--- config.mk ---
export PLATFORM = sky130hd
export DESIGN_NAME = pong_game_ctrl_flat
export DESIGN_NICKNAME = d
export VERILOG_FILES = /design/src/rtl/pong_game_ctrl_if.sv /design/src/rtl/pong_game_ctrl.sv /design/src/flat_wrapper.sv
export SDC_FILE = /design/constraint.sdc
export NUM_CORES = 1
export LEC_CHECK = 0
export BUFFER_PORTS_ARGS = -buffer_cell sky130_fd_sc_hd__buf_2
export CAP_MARGIN = 25
export CORE_MARGIN = 1
export CORE_UTILIZATION = 54
export DETAILED_ROUTE_END_ITERATION = 12
export PLACE_DENSITY = 0.77
export RECOVER_POWER = 50
export SLEW_MARGIN = 20
export SYNTH_ARGS = -nofsm -noshare
export SYNTH_HDL_FRONTEND = slang
export SYNTH_SLANG_ARGS = --single-unit
export TNS_END_PERCENT = 5
--- constraint.sdc ---
create_clock -name clk -period 3.16 [get_ports clk]
set_input_delay 0.316 -clock clk [delete_from_list [all_inputs] [get_ports clk]]
set_output_delay 0.316 -clock clk [all_outputs]
set_load 0.005 [all_outputs]
--- src/rtl/pong_game_ctrl_if.sv ---
// Signal bundle between the pong game controller and the button/pixel-generator side.
// The controller side is the slave; the generator/overlay side is the master.
interface pong_game_ctrl_if;
  logic [1:0] btn;
  logic       refr_tick;
  logic       hit;
  logic       miss;
  logic       graph_still;
  logic       ball_reset;
  logic [3:0] score_d1;
  logic [3:0] score_d0;
  logic [1:0] balls_left;
  logic [1:0] text_sel;
  logic       game_over;

  modport master (
    output btn, refr_tick, hit, miss,
    input  graph_still, ball_reset, score_d1, score_d0, balls_left, text_sel, game_over
  );

  modport slave (
    input  btn, refr_tick, hit, miss,
    output graph_still, ball_reset, score_d1, score_d0, balls_left, text_sel, game_over
  );
endinterface

--- src/rtl/pong_game_ctrl.sv ---
// Pong game sequencer: start/serve/game-over flow, BCD score and ball count.
// Motion freeze and overlay select are decoded straight from the state register.
module pong_game_ctrl #(
  parameter int BALLS        = 3,
  parameter int PAUSE_FRAMES = 120
) (
  input  logic             clk,
  input  logic             reset,
  pong_game_ctrl_if.slave  bus
);

  localparam logic [1:0] NEWGAME = 2'd0;
  localparam logic [1:0] PLAY    = 2'd1;
  localparam logic [1:0] NEWBALL = 2'd2;
  localparam logic [1:0] OVER    = 2'd3;

  localparam logic [1:0] BALLS_INIT = 2'(BALLS);
  localparam logic [7:0] PAUSE_INIT = 8'(PAUSE_FRAMES);

  logic [1:0] state,      state_nx;
  logic [3:0] score_d1_q, score_d1_nx;
  logic [3:0] score_d0_q, score_d0_nx;
  logic [1:0] balls_q,    balls_nx;
  logic [7:0] timer_q,    timer_nx;
  logic       ball_reset_q, ball_reset_nx;
  logic       hit_q, miss_q;

  logic btn_pressed;
  logic hit_rise;
  logic miss_rise;

  assign btn_pressed = |bus.btn;
  assign hit_rise    = bus.hit  & ~hit_q;
  assign miss_rise   = bus.miss & ~miss_q;

  always_comb begin
    // NOTE: every variable gets its hold value first so no path leaves it unassigned (no latches).
    state_nx      = state;
    score_d1_nx   = score_d1_q;
    score_d0_nx   = score_d0_q;
    balls_nx      = balls_q;
    timer_nx      = timer_q;
    ball_reset_nx = 1'b0;

    case (state)
      NEWGAME: begin
        if (btn_pressed) begin
          state_nx      = PLAY;
          score_d1_nx   = 4'd0;
          score_d0_nx   = 4'd0;
          ball_reset_nx = 1'b1;
        end
      end

      PLAY: begin
        // A miss in the same cycle as a hit takes priority and suppresses the point.
        if (miss_rise) begin
          timer_nx = PAUSE_INIT;
          if (balls_q > 2'd1) begin
            balls_nx = balls_q - 2'd1;
            state_nx = NEWBALL;
          end else begin
            balls_nx = 2'd0;
            state_nx = OVER;
          end
        end else if (hit_rise) begin
          if (score_d0_q == 4'd9) begin
            if (score_d1_q != 4'd9) begin
              score_d0_nx = 4'd0;
              score_d1_nx = score_d1_q + 4'd1;
            end
          end else begin
            score_d0_nx = score_d0_q + 4'd1;
          end
        end
      end

      NEWBALL: begin
        if (timer_q == 8'd0) begin
          if (btn_pressed) begin
            state_nx      = PLAY;
            ball_reset_nx = 1'b1;
          end
        end else if (bus.refr_tick) begin
          timer_nx = timer_q - 8'd1;
        end
      end

      OVER: begin
        if (timer_q == 8'd0) begin
          state_nx = NEWGAME;
          balls_nx = BALLS_INIT;
        end else if (bus.refr_tick) begin
          timer_nx = timer_q - 8'd1;
        end
      end

      default: state_nx = NEWGAME;
    endcase
  end

  // NOTE: state registers use non-blocking assignments so all of them update from the same pre-edge values.
  always_ff @(posedge clk or posedge reset) begin
    if (reset) begin
      state        <= NEWGAME;
      score_d1_q   <= 4'd0;
      score_d0_q   <= 4'd0;
      balls_q      <= BALLS_INIT;
      timer_q      <= 8'd0;
      ball_reset_q <= 1'b0;
      hit_q        <= 1'b0;
      miss_q       <= 1'b0;
    end else begin
      state        <= state_nx;
      score_d1_q   <= score_d1_nx;
      score_d0_q   <= score_d0_nx;
      balls_q      <= balls_nx;
      timer_q      <= timer_nx;
      ball_reset_q <= ball_reset_nx;
      hit_q        <= bus.hit;
      miss_q       <= bus.miss;
    end
  end

  assign bus.graph_still = (state != PLAY);
  assign bus.text_sel    = (state == NEWGAME) ? 2'b01 :
                           (state == OVER)    ? 2'b10 : 2'b00;
  assign bus.game_over   = (state == OVER);
  assign bus.ball_reset  = ball_reset_q;
  assign bus.score_d1    = score_d1_q;
  assign bus.score_d0    = score_d0_q;
  assign bus.balls_left  = balls_q;

endmodule

--- src/flat_wrapper.sv ---
// flat-port wrapper written by rule: the top's interface ports become plain ports
module pong_game_ctrl_flat 
#(
  parameter int BALLS        = 3,
  parameter int PAUSE_FRAMES = 120
)
  (clk, reset, bus_btn, bus_refr_tick, bus_hit, bus_miss, bus_graph_still, bus_ball_reset, bus_score_d1, bus_score_d0, bus_balls_left, bus_text_sel, bus_game_over);
  pong_game_ctrl_if bus_i ();
  input  logic clk;
  input  logic reset;
  input wire logic [$bits(bus_i.btn)-1:0] bus_btn;
  input wire logic [$bits(bus_i.refr_tick)-1:0] bus_refr_tick;
  input wire logic [$bits(bus_i.hit)-1:0] bus_hit;
  input wire logic [$bits(bus_i.miss)-1:0] bus_miss;
  output wire logic [$bits(bus_i.graph_still)-1:0] bus_graph_still;
  output wire logic [$bits(bus_i.ball_reset)-1:0] bus_ball_reset;
  output wire logic [$bits(bus_i.score_d1)-1:0] bus_score_d1;
  output wire logic [$bits(bus_i.score_d0)-1:0] bus_score_d0;
  output wire logic [$bits(bus_i.balls_left)-1:0] bus_balls_left;
  output wire logic [$bits(bus_i.text_sel)-1:0] bus_text_sel;
  output wire logic [$bits(bus_i.game_over)-1:0] bus_game_over;
  assign bus_i.btn = bus_btn;
  assign bus_i.refr_tick = bus_refr_tick;
  assign bus_i.hit = bus_hit;
  assign bus_i.miss = bus_miss;
  assign bus_graph_still = bus_i.graph_still;
  assign bus_ball_reset = bus_i.ball_reset;
  assign bus_score_d1 = bus_i.score_d1;
  assign bus_score_d0 = bus_i.score_d0;
  assign bus_balls_left = bus_i.balls_left;
  assign bus_text_sel = bus_i.text_sel;
  assign bus_game_over = bus_i.game_over;
  pong_game_ctrl #(.BALLS(BALLS), .PAUSE_FRAMES(PAUSE_FRAMES)) u_core (.clk(clk), .reset(reset), .bus(bus_i));
endmodule
==> results of run 1 <==
[report_power, final]
group	total, uW	leakage (uW)	internal (uW)	switching [uW]
combinational	397	0.000358	191	207
clock	132	0.0000177	47.2	84.6
sequential	536	0.000278	396	140
total	1070	0.000653	634	431
[stage by stage]
| step | power (uW) | cell area [sq um] | utilization, % |
|---|---|---|---|
| floorplan | 814.5 | 1274 | - |
| global placement | 910.4 | 1394 | 63.01 |
| detailed placement | 941.0 | 1394 | 63.01 |
| CTS | 1076 | 1421 | 64.25 |
| global route | 1158 | 1420 | 64.20 |
| finish | 1065 | 1420 | 64.20 |
[flip-flops by register name, indices dropped and copies added, names as in the netlist]
| name | flops |
|---|---|
| u_core.bus.score_d1 | 4 |
| u_core.state | 2 |
| u_core.timer_q | 8 |
| u_core.hit_q | 1 |
| u_core.bus.ball_reset | 1 |
| u_core.bus.balls_left | 2 |
| u_core.bus.score_d0 | 4 |
| u_core.miss_q | 1 |
[critical path, cell delays in order (launching register included)]
cell and delay (ns):
dfrtp_1 0.65, and2b_1 0.30, inv_1 0.16, buf_2 0.14
[worst min-delay path by stage]
stage,endpoint,slack [ns]
4_1_cts,u_core.miss_q$_DFF_PP0_,0.11
5_1_grt,u_core.miss_q$_DFF_PP0_,0.11
2_1_floorplan,u_core.bus.ball_reset$_DFF_PP0_,0.32
6_report,u_core.miss_q$_DFF_PP0_,0.12
3_3_place_gp,u_core.miss_q$_DFF_PP0_,0.43
3_5_place_dp,u_core.miss_q$_DFF_PP0_,0.44
[cells in the mapped netlist, drive strengths merged (2+ instances only)]
master and n:
a2111oi 2, a211oi 2, a21oi 4, a221oi 2, and3 2, buf 2, clkbuf 2, dfrtp 21
dfstp 2, ha 5, inv 8, mux2 2, mux2i 5, nand2 14, nand3 3, nand3b 3
nor2 6, nor3 3, nor3b 2, o21ai 7, o21bai 3, or3 2, xnor2 3
[final cells by class]
| class | count | share of cell area (%) |
|---|---|---|
| sequential | 23 | 40.70 |
| tap | 28 | 2.467 |
| multi-input combinational | 86 | 45.46 |
| timing repair buffer | 21 | 7.313 |
| clock inverter | 1 | 0.3524 |
| inverter | 8 | 2.115 |
| clock buffer | 3 | 1.586 |
[routing by layer]
metal	GRT usage (%)	up-vias	share of wire [%]
met5	0	-	0
met4	9.259	0	1.4
met3	3.030	4	2.5
met2	37.56	12	50
met1	26.42	474	46
li1	-	477	-
[layout by cell type (no fill, tap or decap), drive strengths merged, types with 3 or more instances in the layout]
cell type,instances
dfrtp,21
buf,20
nand2,14
inv,8
o21ai,7
nor2,6
mux2i,5
ha,5
a21oi,4
clkbuf,4
nor3,3
xnor2,3
nand3b,3
o21bai,3
nand3,3
[cells by family after synthesis]
| family | synth area share (%) |
|---|---|
| flops | 45.38 |
| fa+ha+maj | 4.912 |
| buf+inv | 3.929 |
| compound gates | 17.78 |
| simple gates | 19.55 |
| mux | 5.697 |
| xor+xnor | 2.751 |
==> impl_metrics.env, run 1 <==
export IMPL_outcome="finished, final reports clean"
export IMPL_ys_warn_count=0
export IMPL_start_util_pct=57.58
export IMPL_num_antenna_cells=0
export IMPL_powerDensity_mw_per_mm2=750.0
export IMPL_rr_worst_depth=6
export IMPL_antenna_found_initial=0
export IMPL_worst_setup_path_end_kind="output port"
export IMPL_globalRouteOverflowTotal=0
export IMPL_ff_latch_area_sq_um=578.1
export IMPL_route_vias_total=967
export IMPL_crit_path_max_fanout=14
export IMPL_h_tree_depth=1
export IMPL_clk_latency_ns=0.31
export IMPL_maxCapViolCount=0
export IMPL_cts_tree="done"
export IMPL_min_from="bus_miss"
export IMPL_fin_ws_ns=1.299
export IMPL_viasPerCell=5.688
export IMPL_clk_pin_slew_ns=0.13
export IMPL_dp_slack_ns=1.348
export IMPL_ys_seq_elements=23
export IMPL_drc_errors=0
export IMPL_synth_net_count=133
export IMPL_grt_pass1_vias=979
export IMPL_n_fill_cell=210
export IMPL_grt_total_usage_pct=21.56
export IMPL_drt_initial_drc_count=5
export IMPL_synth_top_area_share_pct=41.26
export IMPL_die_h_um=50.57
export IMPL_wl_per_cell_um=14.01
export IMPL_postRouteAntennaNets=0
export IMPL_layout_nets=155
export IMPL_async_flop_share_pct=100.0
export IMPL_report_final_slew_viol_count=0
export IMPL_synth_edf_count=0
export IMPL_post_cts_resize_count=0
export IMPL_die_w_um=50.57
export IMPL_whs_ns=0.1249
export IMPL_critical_path_arrival_ns=1.55
export IMPL_fmax_mhz=537.3
export IMPL_finalClockSkew_ns=0.008350
export IMPL_period_needed_ns=1.861
export IMPL_worstMarginPinSlew_ns=0.8557
export IMPL_ys_types=44
export IMPL_startpoint_type="flop"
export IMPL_cts_buffer_depth=2
export IMPL_synth_top_area_cell="dfrtp_1"
export IMPL_syn_area_per_cell_sq_um=10.53
export IMPL_dp_hpwl_mm=1.796
export IMPL_leakagePower_uw=0.0006532
export IMPL_final_cells=170
export IMPL_pin_count=22
export IMPL_postCtsSetupBuffers=0
export IMPL_core_area_sq_mm=0.002212
export IMPL_cts_root_buffer="clkbuf_4"
export IMPL_fin_tns_setup_ns=0
export IMPL_grt_max_degree=24
export IMPL_numCtsBuffers=3
export IMPL_setup_viol=0
export IMPL_period_share_pct=58.90
export IMPL_grt_pass1_wl_mm=4.160
export IMPL_worstSetupPathType="flop to output port"
export IMPL_r2r_end="u_core.timer_q[4]$_DFFE_PP0P_"
export IMPL_ir_drop_v=0.0004250
export IMPL_maxSlewHeadroom_pct=42.89
export IMPL_hold_path_class="primary input to flop"
export IMPL_r2r_slack_ns=1.33
export IMPL_die_area_sq_mm=0.002557
export IMPL_cts_sinks=23
export IMPL_hold_depth=1
export IMPL_area_growth_syn_to_layout_pct=11.49
export IMPL_num_rows=17
export IMPL_synth_seq_area_share_pct=45.38
export IMPL_drive_gt1_share_pct=25.35
export IMPL_setup_worst_path_end="bus_graph_still"
export IMPL_holdBufCountCts=0
export IMPL_hold_violations=0
export IMPL_gp_congestion=0.7964
export IMPL_rr_startpoint="u_core.timer_q[0]$_DFFE_PP0P_"
export IMPL_netlist_area_sq_mm=0.001274
export IMPL_firstDrtPassIters=4
export IMPL_synth_area_top_cells="dfrtp_1 (41%), ha_1 (4.9%), dfstp_2 (4.1%)"
export IMPL_syn_inst=121
export IMPL_io_buffers=21
export IMPL_rsz0062_at_grt="no"
export IMPL_synthFlopType="dfrtp_1"
export IMPL_multi_input_area_sq_um=645.6
export IMPL_dp_cells=166
export IMPL_crit_required_ns=2.84
export IMPL_finalWirelength_mm=2.382
export IMPL_cp_startpoint="u_core.state[1]$_DFFE_PP0P_"
(Power assumes the default switching activity.)
==> run 2: changes to the inputs <==
--- a/config.mk
+++ b/config.mk
@@ -5,6 +5,7 @@
 export SDC_FILE = /design/constraint.sdc
 export NUM_CORES = 1
 export LEC_CHECK = 0
+export ABC_AREA = 1
 export BUFFER_PORTS_ARGS = -buffer_cell sky130_fd_sc_hd__buf_2
 export CAP_MARGIN = 25
 export CORE_MARGIN = 1
==> constraint.sdc (replaced) <==
create_clock -name clk -period 1.9 [get_ports clk]
set_input_delay 0.19 -clock clk [delete_from_list [all_inputs] [get_ports clk]]
set_output_delay 0.19 -clock clk [all_outputs]
set_load 0.005 [all_outputs]
==> run 2 against run 1 <==
Core utilization decreased by 0.38 points. Area after synthesis increased by 9.6%. Global-route usage increased by 2.6 points. Register-to-register slack got worse by 1.1 ns. Final cell count increased by 43%. Die area increased by 9.2%. Worst hold slack improved by 0.14 ns. Sequential share of layout area decreased by 3.8 points. Clock-buffer cell count unchanged. Routed wire length increased by 20%. Via count increased by 33%. Critical path type is now flop to flop. Highest routed layer unchanged.
==> impl_metrics.env, run 2 <==
export IMPL_crit_slowest_cell="dfrtp_1"
export IMPL_route_vias_total=1287
export IMPL_post_cts_resize_count=0
export IMPL_clk_latency_ns=0.33
export IMPL_critPathMaxStageDelay_ns=0.40
export IMPL_ys_seq_elements=23
export IMPL_powerDensity_mw_per_mm2=1435
export IMPL_synth_top_area_cell="dfrtp_1"
export IMPL_cp_top_family="simple AND/OR/NAND/NOR gates"
export IMPL_viasPerCell=5.296
export IMPL_grt_total_usage_pct=24.18
export IMPL_period_share_pct=88.66
export IMPL_cts_sinks=23
export IMPL_fmax_mhz=593.6
export IMPL_async_flop_share_pct=100.0
export IMPL_hold_path_class="primary input to asynchronous set/reset pin"
export IMPL_whs_ns=0.2627
export IMPL_regMostFlops="u_core.timer_q"
export IMPL_ir_drop_v=0.0009590
export IMPL_cts_tree="done"
export IMPL_num_rows=18
export IMPL_crit_required_ns=2.13
export IMPL_maxCapViolCount=0
export IMPL_syn_area_per_cell_sq_um=7.467
export IMPL_critical_path_arrival_ns=1.91
export IMPL_layout_nets=226
export IMPL_leakagePower_uw=0.0008473
export IMPL_finalClockSkew_ns=0.009649
export IMPL_drive_gt1_share_pct=18.31
export IMPL_cp_startpoint="u_core.timer_q[0]$_DFFE_PP0P_"
export IMPL_layout_cells_most_common="nand2_1"
export IMPL_setup_viol=0
export IMPL_worstMarginPinSlew_ns=1.029
export IMPL_n_fill_cell=228
export IMPL_numCtsBuffers=3
export IMPL_maxSlewHeadroom_pct=31.39
export IMPL_rsz0062_at_grt="no"
export IMPL_firstDrtPassIters=4
export IMPL_netlist_area_sq_mm=0.001396
export IMPL_gp_congestion=0.8401
export IMPL_antenna_found_initial=0
export IMPL_yosys_cell_count_top_type="nand2_1"
export IMPL_outcome="finished, final reports clean"
export IMPL_largest_reg_flops=8
export IMPL_synth_net_count=199
export IMPL_synth_edf_count=0
export IMPL_num_antenna_cells=0
export IMPL_h_tree_depth=1
export IMPL_area_growth_syn_to_layout_pct=12.19
export IMPL_worstSetupPathType="flop to flop"
export IMPL_dp_hpwl_mm=2.070
export IMPL_cts_root_buffer="clkbuf_4"
export IMPL_grt_max_degree=20
export IMPL_period_needed_ns=1.685
export IMPL_synth_top_area_share_pct=37.63
export IMPL_fin_ws_ns=0.2154
export IMPL_grt_pass1_vias=1132
export IMPL_globalRouteOverflowTotal=0
export IMPL_wl_per_cell_um=11.74
export IMPL_postCtsSetupBuffers=0
export IMPL_ys_warn_count=0
export IMPL_crit_path_max_fanout=11
export IMPL_fin_tns_setup_ns=0
export IMPL_most_common_layout_cells="nand2_1 (61), nand3_1 (22), nor2_1 (22)"
export IMPL_cp_num_buf_inv=1
export IMPL_cts_buffer_depth=2
export IMPL_finalWirelength_mm=2.852
export IMPL_clk_pin_slew_ns=0.15
export IMPL_dp_slack_ns=0.2403
export IMPL_syn_inst=187
export IMPL_die_w_um=52.85
export IMPL_startpoint_type="flop"
export IMPL_drc_errors=0
export IMPL_grt_pass1_wl_mm=4.802
export IMPL_synthFlopType="dfrtp_1"
export IMPL_synth_seq_area_share_pct=41.40
export IMPL_report_final_slew_viol_count=0
export IMPL_worst_setup_path_end_kind="flop"
export IMPL_pin_count=22
export IMPL_core_area_sq_mm=0.002455
export IMPL_io_buffers=21
export IMPL_drt_initial_drc_count=30
export IMPL_hold_violations=0
export IMPL_synth_common_cells="nand2_1 (61), nand3_1 (22), nor2_1 (22)"
export IMPL_ys_types=29
export IMPL_postRouteAntennaNets=0
export IMPL_cp_cell_sequence="inv_1, ha_1, nand3_1, o21bai_2, nand2_2, nand2_1, o21ai_1"
export IMPL_synth_area_top_cells="dfrtp_1 (38%), nand2_1 (16%), nand3_1 (7.9%)"
export IMPL_die_h_um=52.85
export IMPL_die_area_sq_mm=0.002793
export IMPL_start_util_pct=56.88
export IMPL_rr_startpoint="u_core.timer_q[0]$_DFFE_PP0P_"
[run 2: area by class of cell]
| type | count | area, sq um | area share, % |
|---|---|---|---|
| Timing Repair Buffer | 25 | 135.1 | 8.626 |
| Multi-Input combinational cell | 141 | 710.7 | 45.37 |
| Tap cell | 30 | 37.54 | 2.396 |
| Sequential cell | 23 | 578.1 | 36.90 |
| Clock inverter | 1 | 5.005 | 0.3195 |
| Inverter | 20 | 77.57 | 4.952 |
| Clock buffer | 3 | 22.52 | 1.438 |
[run 2: kinds of logic (layout without fill, tap and decap cells)]
logic type | Yosys count | after routing | share of synthesized area [%]
AOI/OAI and AO/OA | 14 | 14 | 6.183
and+or+nand+nor | 119 | 119 | 38.35
buffers and inverters | 23 | 49 | 7.706
adders and majority gates | 5 | 5 | 4.480
DFF | 23 | 23 | 41.40
xor gates and xnor gates | 3 | 3 | 1.882
[run 2: final timing paths]
path / to / slack (ns) / cells past startpoint
worst max-delay path: u_core.timer_q[2]$_DFFE_PP0P_ / 0.22 / 7
worst min-delay path: u_core.bus.score_d1[3]$_DFFE_PP0P_ / 0.26 / 3
worst max register to register: u_core.timer_q[2]$_DFFE_PP0P_ / 0.22 / 7
worst min register to register: u_core.bus.balls_left[1]$_DFFE_PP1P_ / 0.52 / 2
max in group asynchronous: u_core.timer_q[6]$_DFFE_PP0P_ / 0.44 / 4
min in group clk: u_core.bus.ball_reset$_DFF_PP0_ / 0.29 / 5
[run 2: stage by stage]
step	instance area [sq um]	total power, uW	std cells	utilization (%)
floorplan	1396	1736	187	-
global placement	1516	1963	236	61.77
detailed placement	1516	2004	236	61.77
CTS	1564	2254	242	63.71
global route	1567	2500	243	63.81
finish	1567	2248	243	63.81
[run 2: power by group]
group | internal [uW] | switching (uW) | total, uW
Clock | 79.2 | 170 | 250
Combinational | 433 | 691 | 1120
Sequential | 659 | 216 | 875
[run 2: worst min-delay path: stages]
cell and delay (ns):
dlygate4sd3_1 0.53, buf_2 0.12, inv_1 0.15
[run 2: routing by layer]
metal	wire [um]	global-route usage, %	part of all wire (%)	vias to the layer above
met5	0	0	0	-
met4	48	11.40	1.7	0
met3	115	3.448	4.0	5
met2	1423	40.08	50	35
met1	1264	30.73	44	600
li1	-	-	-	647
[run 2: repair_timing]
item	CTS	global route
hold buffers	2	1
endpoints found under the hold margin	5	1
endpoints found under the setup margin	0	0
==> run 3: changes to the inputs <==
--- a/config.mk
+++ b/config.mk
@@ -6,12 +6,12 @@
 export NUM_CORES = 1
 export LEC_CHECK = 0
 export ABC_AREA = 1
+export ABC_CLOCK_PERIOD_IN_PS = 1900
 export BUFFER_PORTS_ARGS = -buffer_cell sky130_fd_sc_hd__buf_2
 export CAP_MARGIN = 25
 export CORE_MARGIN = 1
-export CORE_UTILIZATION = 54
+export CORE_UTILIZATION = 25
 export DETAILED_ROUTE_END_ITERATION = 12
-export PLACE_DENSITY = 0.77
 export RECOVER_POWER = 50
 export SLEW_MARGIN = 20
 export SYNTH_ARGS = -nofsm -noshare
==> run 3 against run 2 <==
Clock power increased by 26%. Setup slack got worse by 0.0019 ns. Critical endpoint is now u_core.timer_q[4]$_DFFE_PP0P_. Core utilization decreased by 33 points. Sequential share of layout area decreased by 1.1 points. Largest power group unchanged. Maximum frequency decreased by 0.11%. Clock skew decreased by 0.0062 ns. Design area increased by 3.0%. Sequential power increased by 0.7%. Power increased by 2.8%. First-iteration DRC count increased by 97%. Die area increased by 110%. Global-route usage decreased by 13 points.
==> impl_metrics.env, run 3 (same netlist as run 2, synthesis figures left out) <==
export IMPL_maxSlewHeadroom_pct=65.79
export IMPL_intPower_uw=1238
export IMPL_h_tree_depth=1
export IMPL_rsz0062_at_grt="no"
export IMPL_grt_total_usage_pct=10.94
export IMPL_drc_errors=0
export IMPL_dp_hpwl_mm=2.277
export IMPL_crit_required_ns=2.06
export IMPL_viasPerCell=4.301
export IMPL_gp_congestion=0.8010
export IMPL_worst_setup_path_end_kind="flop"
export IMPL_num_antenna_cells=0
export IMPL_clk_latency_ns=0.27
export IMPL_power_switching_uw=1074
export IMPL_comb_power_share_pct=48.2
export IMPL_worstMarginPinSlew_ns=0.5126
export IMPL_die_area_sq_mm=0.005888
export IMPL_critical_path_arrival_ns=1.85
export IMPL_globalRouteOverflowTotal=0
export IMPL_num_rows=26
export IMPL_drive_gt1_share_pct=16.04
export IMPL_cts_tree="done"
export IMPL_cts_buffer_depth=2
export IMPL_regMostFlops="u_core.timer_q"
export IMPL_worstSetupPathType="flop to flop"
export IMPL_ir_drop_v=0.0004154
export IMPL_period_needed_ns=1.687
export IMPL_leakagePower_uw=0.0008293
export IMPL_setup_viol=0
export IMPL_fmax_mhz=592.9
export IMPL_most_common_layout_cells="nand2_1 (61), nand3_1 (22), nor2_1 (22)"
export IMPL_clockPowerShare_pct=13.7
export IMPL_start_util_pct=26.66
export IMPL_fin_ws_ns=0.2135
export IMPL_largest_reg_flops=8
export IMPL_core_area_sq_mm=0.005238
export IMPL_wl_per_cell_um=10.59
export IMPL_grt_use_met3_pct=1.905
export IMPL_grt_max_degree=14
export IMPL_route_vias_total=1213
export IMPL_outcome="finished, final reports clean"
export IMPL_hold_path_class="primary input to flop"
export IMPL_post_cts_resize_count=0
export IMPL_clk_pin_slew_ns=0.08
export IMPL_use_met1_pct=14.96
export IMPL_numCtsBuffers=3
export IMPL_hold_violations=0
export IMPL_antenna_found_initial=0
export IMPL_die_h_um=76.74
export IMPL_layout_nets=225
export IMPL_cts_sinks=23
export IMPL_holdBufCountCts=1
export IMPL_firstDrtPassIters=4
export IMPL_maxCapViolCount=0
export IMPL_grt_pass1_vias=1176
export IMPL_finalWirelength_mm=2.985
export IMPL_die_w_um=76.74
export IMPL_drt_initial_drc_count=59
export IMPL_report_final_slew_viol_count=0
export IMPL_postRouteAntennaNets=0
export IMPL_startpoint_type="flop"
export IMPL_area_growth_syn_to_layout_pct=15.50
export IMPL_io_buffers=21
export IMPL_p_seq_share_pct=38.1
export IMPL_powerDensity_mw_per_mm2=1434
export IMPL_grt_busiest_layer="met2"
export IMPL_p_sw_share_pct=46.44
export IMPL_crit_path_max_fanout=11
export IMPL_cts_root_buffer="clkbuf_8"
export IMPL_pin_count=22
export IMPL_postCtsSetupBuffers=0
export IMPL_finalClockSkew_ns=0.003455
export IMPL_period_share_pct=88.76
export IMPL_layout_cells_most_common="nand2_1"
export IMPL_dp_slack_ns=0.2367
export IMPL_use_met2_pct=17.32
export IMPL_fin_tns_setup_ns=0
export IMPL_grt_pass1_wl_mm=5.292
run 3: cell types whose count changed in the layout (fill, tap and decap cells not counted):
cell / previous run / this run
clkinv_2: 1 / 0
clkbuf_1: 4 / 10
clkbuf_8: 0 / 3
dlygate4sd3_1: 3 / 1
clkbuf_4: 3 / 0
buf_2: 18 / 14
run 3: worst paths after layout:
kind	from	end	slack [ns]	cells past startpoint
max	u_core.timer_q[0]$_DFFE_PP0P_	u_core.timer_q[4]$_DFFE_PP0P_	0.21	7
max in group asynchronous	reset	u_core.bus.balls_left[1]$_DFFE_PP1P_	0.71	4
min in group asynchronous	reset	u_core.timer_q[5]$_DFFE_PP0P_	0.49	3
max reg2reg	u_core.timer_q[0]$_DFFE_PP0P_	u_core.timer_q[4]$_DFFE_PP0P_	0.21	7
min reg2reg	u_core.bus.balls_left[1]$_DFFE_PP1P_	u_core.bus.balls_left[1]$_DFFE_PP1P_	0.49	2
min	bus_hit	u_core.hit_q$_DFF_PP0_	0.07	1
run 3: through the flow:
step	hold slack, ns	total power (uW)	instance area (sq um)	instances	util (%)
4_1_cts	0.04668	2349	1629	282	31.10
3_5_place_dp	0.2617	2022	1574	277	30.05
3_3_place_gp	0.2632	2004	1574	277	30.05
5_1_grt	0.05403	2557	1613	282	30.79
6_report	0.07170	2312	1613	282	30.79
2_1_floorplan	0.1904	1736	1396	187	-
run 3: final cells by class:
type,instances,area (sq um)
clock buffer,4,45.04
timing repair buffer,24,113.9
multi-input combinational,141,710.7
fill,598,3625
tap,70,87.58
sequential,23,578.1
inverter,20,77.57
run 3: per-layer routing:
| metal | wire (um) | share of wire (%) |
|---|---|---|
| met1 | 1591 | 53 |
| met2 | 1268 | 42 |
| met4 | 48 | 1.6 |
| met3 | 77 | 2.6 |
| met5 | 0 | 0 |
run 3: critical path, cell delays in order, from the launching register on:
cell and delay, ns:
dfrtp_1 0.39, inv_1 0.09, ha_1 0.24, nand3_1 0.13, o21bai_2 0.31, nand2_2 0.22
o21ai_1 0.13, nand2_1 0.06
run 3: power groups by stage:
stage / logic [uW] / registers, uW / clock network (uW)
after floorplan: 908 / 828 / 0
after global placement: 1120 / 888 / 0
after detailed placement: 1130 / 891 / 0
after CTS: 1140 / 882 / 329
after global routing: 1300 / 911 / 345
final: 1110 / 881 / 316
